<file path="src/rtl/alu_pkg.sv">
// -----------------------------------------------------------------------------
// alu_pkg
// Shared types and constants for the ALU sharing arbiter.
//   WIDTH          : datapath width of the shared alu (32)
//   alu_op_e       : alucontrol encodings understood by the alu
//   alu_op_legal() : 1 when a 3-bit control code is one of alu_op_e
//   arb_state_e    : arbiter FSM states
// -----------------------------------------------------------------------------
package alu_pkg;

    localparam int WIDTH = 32;

    typedef enum logic [2:0] {
        ALU_AND = 3'b000,
        ALU_OR  = 3'b001,
        ALU_ADD = 3'b010,
        ALU_SUB = 3'b110,
        ALU_SLT = 3'b111
    } alu_op_e;

    typedef enum logic [1:0] {
        IDLE,
        EXEC,
        RESP
    } arb_state_e;

    function automatic logic alu_op_legal(input logic [2:0] code);
        case (code)
            ALU_AND, ALU_OR, ALU_ADD, ALU_SUB, ALU_SLT: return 1'b1;
            default:                                    return 1'b0;
        endcase
    endfunction

endpackage

</file>
<file path="src/rtl/alu.sv">
// -----------------------------------------------------------------------------
// alu
// Existing 32-bit combinational ALU.
//   a, b       in  32  operands
//   alucontrol in  3   000 AND, 001 OR, 010 ADD, 110 SUB, 111 SLT (signed)
//   result     out 32  result, 0 for unsupported codes
//   zero       out 1   result == 0
// -----------------------------------------------------------------------------
module alu (
    input  logic [31:0] a,
    input  logic [31:0] b,
    input  logic [2:0]  alucontrol,
    output logic [31:0] result,
    output logic        zero
);

    always_comb begin
        // NOTE: a default before the case keeps every path assigned, so no latch is inferred.
        result = '0;
        case (alucontrol)
            3'b000:  result = a & b;
            3'b001:  result = a | b;
            3'b010:  result = a + b;
            3'b110:  result = a - b;
            3'b111:  result = {31'b0, $signed(a) < $signed(b)};
            default: result = '0;
        endcase
    end

    assign zero = (result == '0);

endmodule

</file>
<file path="src/rtl/alu_rr_arbiter.sv">
// -----------------------------------------------------------------------------
// alu_rr_arbiter
// Combinational arbiter: picks one requester and returns it one-hot and as an
// index. Round-robin by default, searching from ptr and wrapping; with
// ALU_ARB_FIXED_PRIO_EN defined the lowest index always wins and ptr is unused.
//   req   in  NREQ  pending requests
//   ptr   in  IDXW  round-robin start position
//   grant out NREQ  one-hot winner (0 when no request)
//   idx   out IDXW  index of winner (0 when no request)
// -----------------------------------------------------------------------------
module alu_rr_arbiter #(
    parameter int NREQ = 2,
    parameter int IDXW = 1
) (
    input  logic [NREQ-1:0] req,
    input  logic [IDXW-1:0] ptr,
    output logic [NREQ-1:0] grant,
    output logic [IDXW-1:0] idx
);

    // Walk priority positions from lowest to highest priority; the last hit
    // overwrites earlier ones, so the highest-priority requester wins.
    always_comb begin
        logic [IDXW-1:0] slot;
        grant = '0;
        idx   = '0;
        slot  = '0;
        for (int p = NREQ - 1; p >= 0; p--) begin
`ifdef ALU_ARB_FIXED_PRIO_EN
            slot = IDXW'(p);
`else
            slot = IDXW'((int'(ptr) + p) % NREQ);
`endif
            if (req[slot]) begin
                grant       = '0;
                grant[slot] = 1'b1;
                idx         = slot;
            end
        end
    end

endmodule

</file>
<file path="src/rtl/alu_share_arbiter.sv">
// -----------------------------------------------------------------------------
// alu_share_arbiter
// Shares one combinational alu between NREQ requesters. One op at a time:
// IDLE grants and latches operands, EXEC runs the alu from registers, RESP
// holds the registered result until the owner takes it.
// Build option: ALU_ARB_FIXED_PRIO_EN selects fixed priority (lowest index)
// instead of round-robin.
//   clk        in   1             clock
//   rst_n      in   1             synchronous active-low reset
//   req_valid  in   NREQ          op pending per requester
//   req_ready  out  NREQ          one-hot accept, only in IDLE
//   req_a      in   NREQ x WIDTH  left operands
//   req_b      in   NREQ x WIDTH  right operands
//   req_ctrl   in   NREQ x 3      alucontrol codes
//   rsp_valid  out  NREQ          one-hot result-held flag
//   rsp_ready  in   NREQ          result consumed (owner bit only)
//   rsp_data   out  WIDTH         result, 0 outside RESP
//   rsp_zero   out  1             zero flag, 0 outside RESP
//   rsp_err    out  1             illegal ctrl code, 0 outside RESP
// -----------------------------------------------------------------------------
module alu_share_arbiter #(
    parameter int NREQ  = 2,
    parameter int WIDTH = alu_pkg::WIDTH
) (
    input  logic                        clk,
    input  logic                        rst_n,
    input  logic [NREQ-1:0]             req_valid,
    output logic [NREQ-1:0]             req_ready,
    input  logic [NREQ-1:0][WIDTH-1:0]  req_a,
    input  logic [NREQ-1:0][WIDTH-1:0]  req_b,
    input  logic [NREQ-1:0][2:0]        req_ctrl,
    output logic [NREQ-1:0]             rsp_valid,
    input  logic [NREQ-1:0]             rsp_ready,
    output logic [WIDTH-1:0]            rsp_data,
    output logic                        rsp_zero,
    output logic                        rsp_err
);

    import alu_pkg::*;

    localparam int IDXW = (NREQ > 1) ? $clog2(NREQ) : 1;

    arb_state_e       state;
    logic [IDXW-1:0]  rr_ptr;
    logic [IDXW-1:0]  owner_q;
    logic [WIDTH-1:0] a_q;
    logic [WIDTH-1:0] b_q;
    logic [2:0]       ctrl_q;
    logic [WIDTH-1:0] res_q;
    logic             zero_q;
    logic             err_q;
    logic [NREQ-1:0]  rsp_valid_q;

    logic [NREQ-1:0]  grant;
    logic [IDXW-1:0]  grant_idx;
    logic [IDXW-1:0]  ptr_next;
    logic [WIDTH-1:0] alu_out;
    logic             alu_zero;

    alu_rr_arbiter #(
        .NREQ (NREQ),
        .IDXW (IDXW)
    ) u_arb (
        .req   (req_valid),
        .ptr   (rr_ptr),
        .grant (grant),
        .idx   (grant_idx)
    );

    alu u_alu (
        .a          (a_q),
        .b          (b_q),
        .alucontrol (ctrl_q),
        .result     (alu_out),
        .zero       (alu_zero)
    );

    // Accept is combinational from the arbiter; suppressed while reset is held
    // so nothing appears to be accepted on a cycle that reset will discard.
    assign req_ready = (rst_n && state == IDLE) ? grant : '0;

    assign ptr_next = (grant_idx == IDXW'(NREQ - 1)) ? '0 : grant_idx + IDXW'(1);

    // Response regs are cleared on leaving RESP, so outputs read 0 elsewhere.
    assign rsp_valid = rsp_valid_q;
    assign rsp_data  = res_q;
    assign rsp_zero  = zero_q;
    assign rsp_err   = err_q;

    always_ff @(posedge clk) begin
        if (!rst_n) begin
            // NOTE: operand/result regs are reset as well, since reset must leave every output at 0.
            state       <= IDLE;
            rr_ptr      <= '0;
            owner_q     <= '0;
            a_q         <= '0;
            b_q         <= '0;
            ctrl_q      <= '0;
            res_q       <= '0;
            zero_q      <= 1'b0;
            err_q       <= 1'b0;
            rsp_valid_q <= '0;
        end else begin
            // NOTE: non-blocking assignments so every register samples pre-edge values.
            case (state)
                IDLE: begin
                    if (|req_valid) begin
                        a_q     <= req_a[grant_idx];
                        b_q     <= req_b[grant_idx];
                        ctrl_q  <= req_ctrl[grant_idx];
                        owner_q <= grant_idx;
                        rr_ptr  <= ptr_next;
                        state   <= EXEC;
                    end
                end
                EXEC: begin
                    if (alu_op_legal(ctrl_q)) begin
                        res_q  <= alu_out;
                        zero_q <= alu_zero;
                        err_q  <= 1'b0;
                    end else begin
                        res_q  <= '0;
                        zero_q <= 1'b1;
                        err_q  <= 1'b1;
                    end
                    rsp_valid_q <= NREQ'(1) << owner_q;
                    state       <= RESP;
                end
                RESP: begin
                    // Only the owner's rsp_ready completes the response.
                    if (rsp_ready[owner_q]) begin
                        rsp_valid_q <= '0;
                        res_q       <= '0;
                        zero_q      <= 1'b0;
                        err_q       <= 1'b0;
                        state       <= IDLE;
                    end
                end
                default: state <= IDLE;
            endcase
        end
    end

endmodule
</file>
<file path="config.mk">
export PLATFORM = sky130hd
export DESIGN_NAME = alu_share_arbiter
export DESIGN_NICKNAME = d
export VERILOG_FILES = /design/src/rtl/alu_pkg.sv /design/src/rtl/alu.sv /design/src/rtl/alu_rr_arbiter.sv /design/src/rtl/alu_share_arbiter.sv
export SDC_FILE = /design/constraint.sdc
export NUM_CORES = 1
export LEC_CHECK = 0
export BUFFER_PORTS_ARGS = -buffer_cell sky130_fd_sc_hd__buf_2
export CAP_MARGIN = 20
export CORE_ASPECT_RATIO = 1.1
export CORE_MARGIN = 8
export CORE_UTILIZATION = 30
export DETAILED_ROUTE_END_ITERATION = 10
export PLACE_DENSITY_LB_ADDON = 0.1
export SETUP_SLACK_MARGIN = 0.5
export SLEW_MARGIN = 20
export SYNTH_ARGS = -nofsm -noshare
export SYNTH_HDL_FRONTEND = slang
export SYNTH_HIERARCHICAL = 1
export SYNTH_SLANG_ARGS = --single-unit
</file>
<file path="constraint.sdc">
create_clock -name clk -period 4.1 [get_ports clk]
set_input_delay 0.205 -clock clk [delete_from_list [all_inputs] [get_ports clk]]
set_output_delay 0.205 -clock clk [all_outputs]
set_load 0.03 [all_outputs]
</file>
==> run metrics <==
DRC errors left=0; LEAKAGE=between 0.005 and 0.006 uW; Hold Path Stages=2; #FFs+latches synth=approximately 110; setup tns final=0 ps; Critical Path RT=around 4400 ps; number of synthesized flops with an enable pin=0; Inserted Clock Buffers=9; WS Path Type=reg2reg; post-route cell area=12,100 sq um; final setup vio count=0; row count=between 60 and 70; Arr. time, crit path=between 4000 and 5000 ps; gr usage total=roughly 18%; antenna violations before repair=0; Sink Count=between 100 and 150; most used cell, CP=buf_4; clock skew after layout=approximately 11 ps; Final nets=1,627; Critical path buffers and inverters=4; CP peak stage delay=around 460 ps; ant diodes=0; Pins Over Slew Limit=0; first-pass GRT wire length=about 56,000 um; Via Count=9,676; Core Footprint=about 32,000 sq um; largest net degree at the start of global routing=slightly above 70; clk_lat worst skew=about 380 ps; Initial Utilization=just over 30%; drt first-iter violations=a little under 700; Max IR drop VDD=about 0.00022 V; min cycle time layout=3840 ps; Overflow after GRT=0; P_int=between 2000 and 3000 uW; Worst R2R Path Depth=18; hpwl dp=28,900 um; commonest non-fill, non-tap cell in the layout=buf_2; Routed WL per cell=between 15 and 20 um; clock network fraction of design power=around a fifth; Slowest-stage cell, CP=or4_1; Mapped Cells=1,219; R2R Path Start=b_q[19]; ys async rst share=0%; Pre-antenna DRT Iters=6; R2R Path End=rsp_zero; Fillers=~3,300; Routed WL=~36,000 um; vias in the first global route=approximately 9,400; Tcrit/Tclk final=between 90 and 100%; PwrDens=392 nW/um^2; synth unique cells=93; CP delay by family, top=compound AO/OA/AOI/OAI gates; clock root buffer=clkbuf_16; die height=a little over 200 um; Gate power share=about 53%; max cap viols=0; most frequent cells in the layout=buf_2 (177), a21oi_1 (129), inv_1 (107); share of layout cells above drive strength 1=27.2%; Area Growth Syn to Fin=23.3%; Post-Layout Cell Count=approximately 1,800; die area=38,700 sq um; RSZ-0062 raised after global routing=yes; H-tree levels=3; Switching Share=about 45%; Hold Crit Start=rst_n; YS warnings=6; Ports=178; final hold viol count=0; Seq/Total Area, Yosys=between 20 and 25%; relative slew slack=approximately 42%; Post-Syn Area per Cell=between 8 and 9 sq um; Placed Area=11,300 sq um; placer congestion estimate=0.918; switching pwr=roughly 2100 uW; number of routed nets with antenna violations=0; achievable frequency=between 200 and 300 MHz; CTS max path bufs=2; DR vias/cell=approximately 5.3; die width=around 190 um; critical path startpoint category=flop; CP endpoint kind=flop; CTS tree=yes; synthesized area=9780 sq um; Hold EP=state[1]; CP cell instances=inv_1, ha_1, and2b_1, o31a_1, buf_4, buf_4, a21o_1, o211ai_4, nor2_4, o41ai_4, buf_4, a21oi_2, or4_1, o211ai_4, or4_4, nor4b_4, nor3_2, o2bb2ai_1; status=finished, final reports clean; clock-pin slew on the worst setup and hold paths=approximately 90 ps; port buffer count=177; Inst Count DP=around 1,800; R2R setup slack=roughly 260 ps; CP Max Fanout=4; Seq pwr share=26.6%; Hold WC Path Type=in2reg; Net Count, Synth=~1,500; slew at the pin with the worst max-slew slack=roughly 870 ps; top_reg_cell synth=dfxtp_1
[cells by family (layout without fill, tap and decap cells)]
family / after synthesis / after routing / share of synthesized area [%]
AO/OA/AOI/OAI: 453 / 453 / 32.0
AND/OR/NAND/NOR: 242 / 242 / 13.0
buffers and inverters: 204 / 377 / 8.86
flip-flops: 107 / 107 / 21.9
adder cells (fa/ha/maj): 100 / 100 / 12.9
multiplexers: 90 / 90 / 9.29
XOR/XNOR: 23 / 23 / 2.06
[cells in the mapped netlist (all sizes together), types with 17 or more instances]
cell	count	share of area (%)
a211oi	81	6.3
a21o	19	1.5
a21oi	134	6.9
a22o	32	3.1
buf	52	3.0
clkbuf	41	1.6
dfxtp	107	22
ha	98	13
inv	111	4.3
mux2i	87	8.9
nand2	55	2.1
nor2	64	2.5
nor3	27	1.5
o211ai	18	1.5
o21ai	61	3.2
xnor2	17	1.5
[power groups by stage]
stage | clock network [uW] | logic, uW | registers [uW]
after global placement | 0 | 2310 | 1280
after global routing | 1020 | 2750 | 1280
after floorplan | 0 | 1530 | 1290
final | 950 | 2520 | 1260
after CTS | 984 | 2340 | 1260
after detailed placement | 0 | 2300 | 1280
[sequential cells by signal (all words and copies together), names as in the netlist]
name / count
a_q: 32
b_q: 32
rsp_data: 32
ctrl_q: 3
rsp_valid: 2
state: 2
owner_q: 1
rr_ptr: 1
rsp_err: 1
rsp_zero: 1
[cell type report]
cell class / count / area (sq um) / area share, %
Clock buffer: 9 / 225 / 1.87
Clock inverter: 7 / 91.3 / 0.757
Inverter: 111 / 417 / 3.45
Multi-Input combinational cell: 908 / 7190 / 59.6
Sequential cell: 107 / 2160 / 17.9
Tap cell: 426 / 533 / 4.42
Timing Repair Buffer: 250 / 1450 / 12.0
[metrics by stage]
| stage | total power (uW) | utilization (%) | hold WS, ps | worst slack [ps] |
|---|---|---|---|---|
| 2_1_floorplan | 2820 | - | 322 | 639 |
| 6_report | 4730 | 37.5 | 112 | 262 |
| 3_3_place_gp | 3590 | 34.9 | 451 | 166 |
| 5_1_grt | 5050 | 37.5 | 109 | 99.6 |
| 3_5_place_dp | 3580 | 34.9 | 453 | 138 |
| 4_1_cts | 4580 | 36.2 | 102 | 203 |
[layer usage]
metal  GRT usage [%]  vias up  part of all wire (%)
met5               0        -                     0
met3            3.10       20                   5.1
met2            26.1      311                    41
met4            3.86        0                   1.1
met1            27.6     4542                    52
li1                -     4803                     -
[how the worst max path moves through the flow]
stage	startpoint	to	slack [ps]	cells past startpoint
floorplan	a_q[15]	rsp_zero	640	15
global placement	a_q[2]	rsp_zero	170	17
detailed placement	a_q[2]	rsp_zero	140	15
CTS	b_q[20]	rsp_zero	200	15
global route	a_q[18]	rsp_zero	100	17
finish	b_q[19]	rsp_zero	260	18
[worst register-to-register path: cells and delay by family, from the launching register on]
kind,cells,cell delay [ps]
AND/OR/NAND/NOR,6,1130
adder cells (fa/ha/maj),1,250
buffers and inverters,4,540
AO/OA/AOI/OAI,7,1450
flip-flops,1,360
[repair_timing]
| item | 4_1_cts | 5_1_grt |
|---|---|---|
| pin swaps | 7 | 18 |
| gates resized for setup | 13 | 70 |
| setup buffers | 5 | 7 |
| hold buffers | 0 | 0 |
| setup endpoints to repair | 3 | 5 |
(Power assumes the default switching activity.)
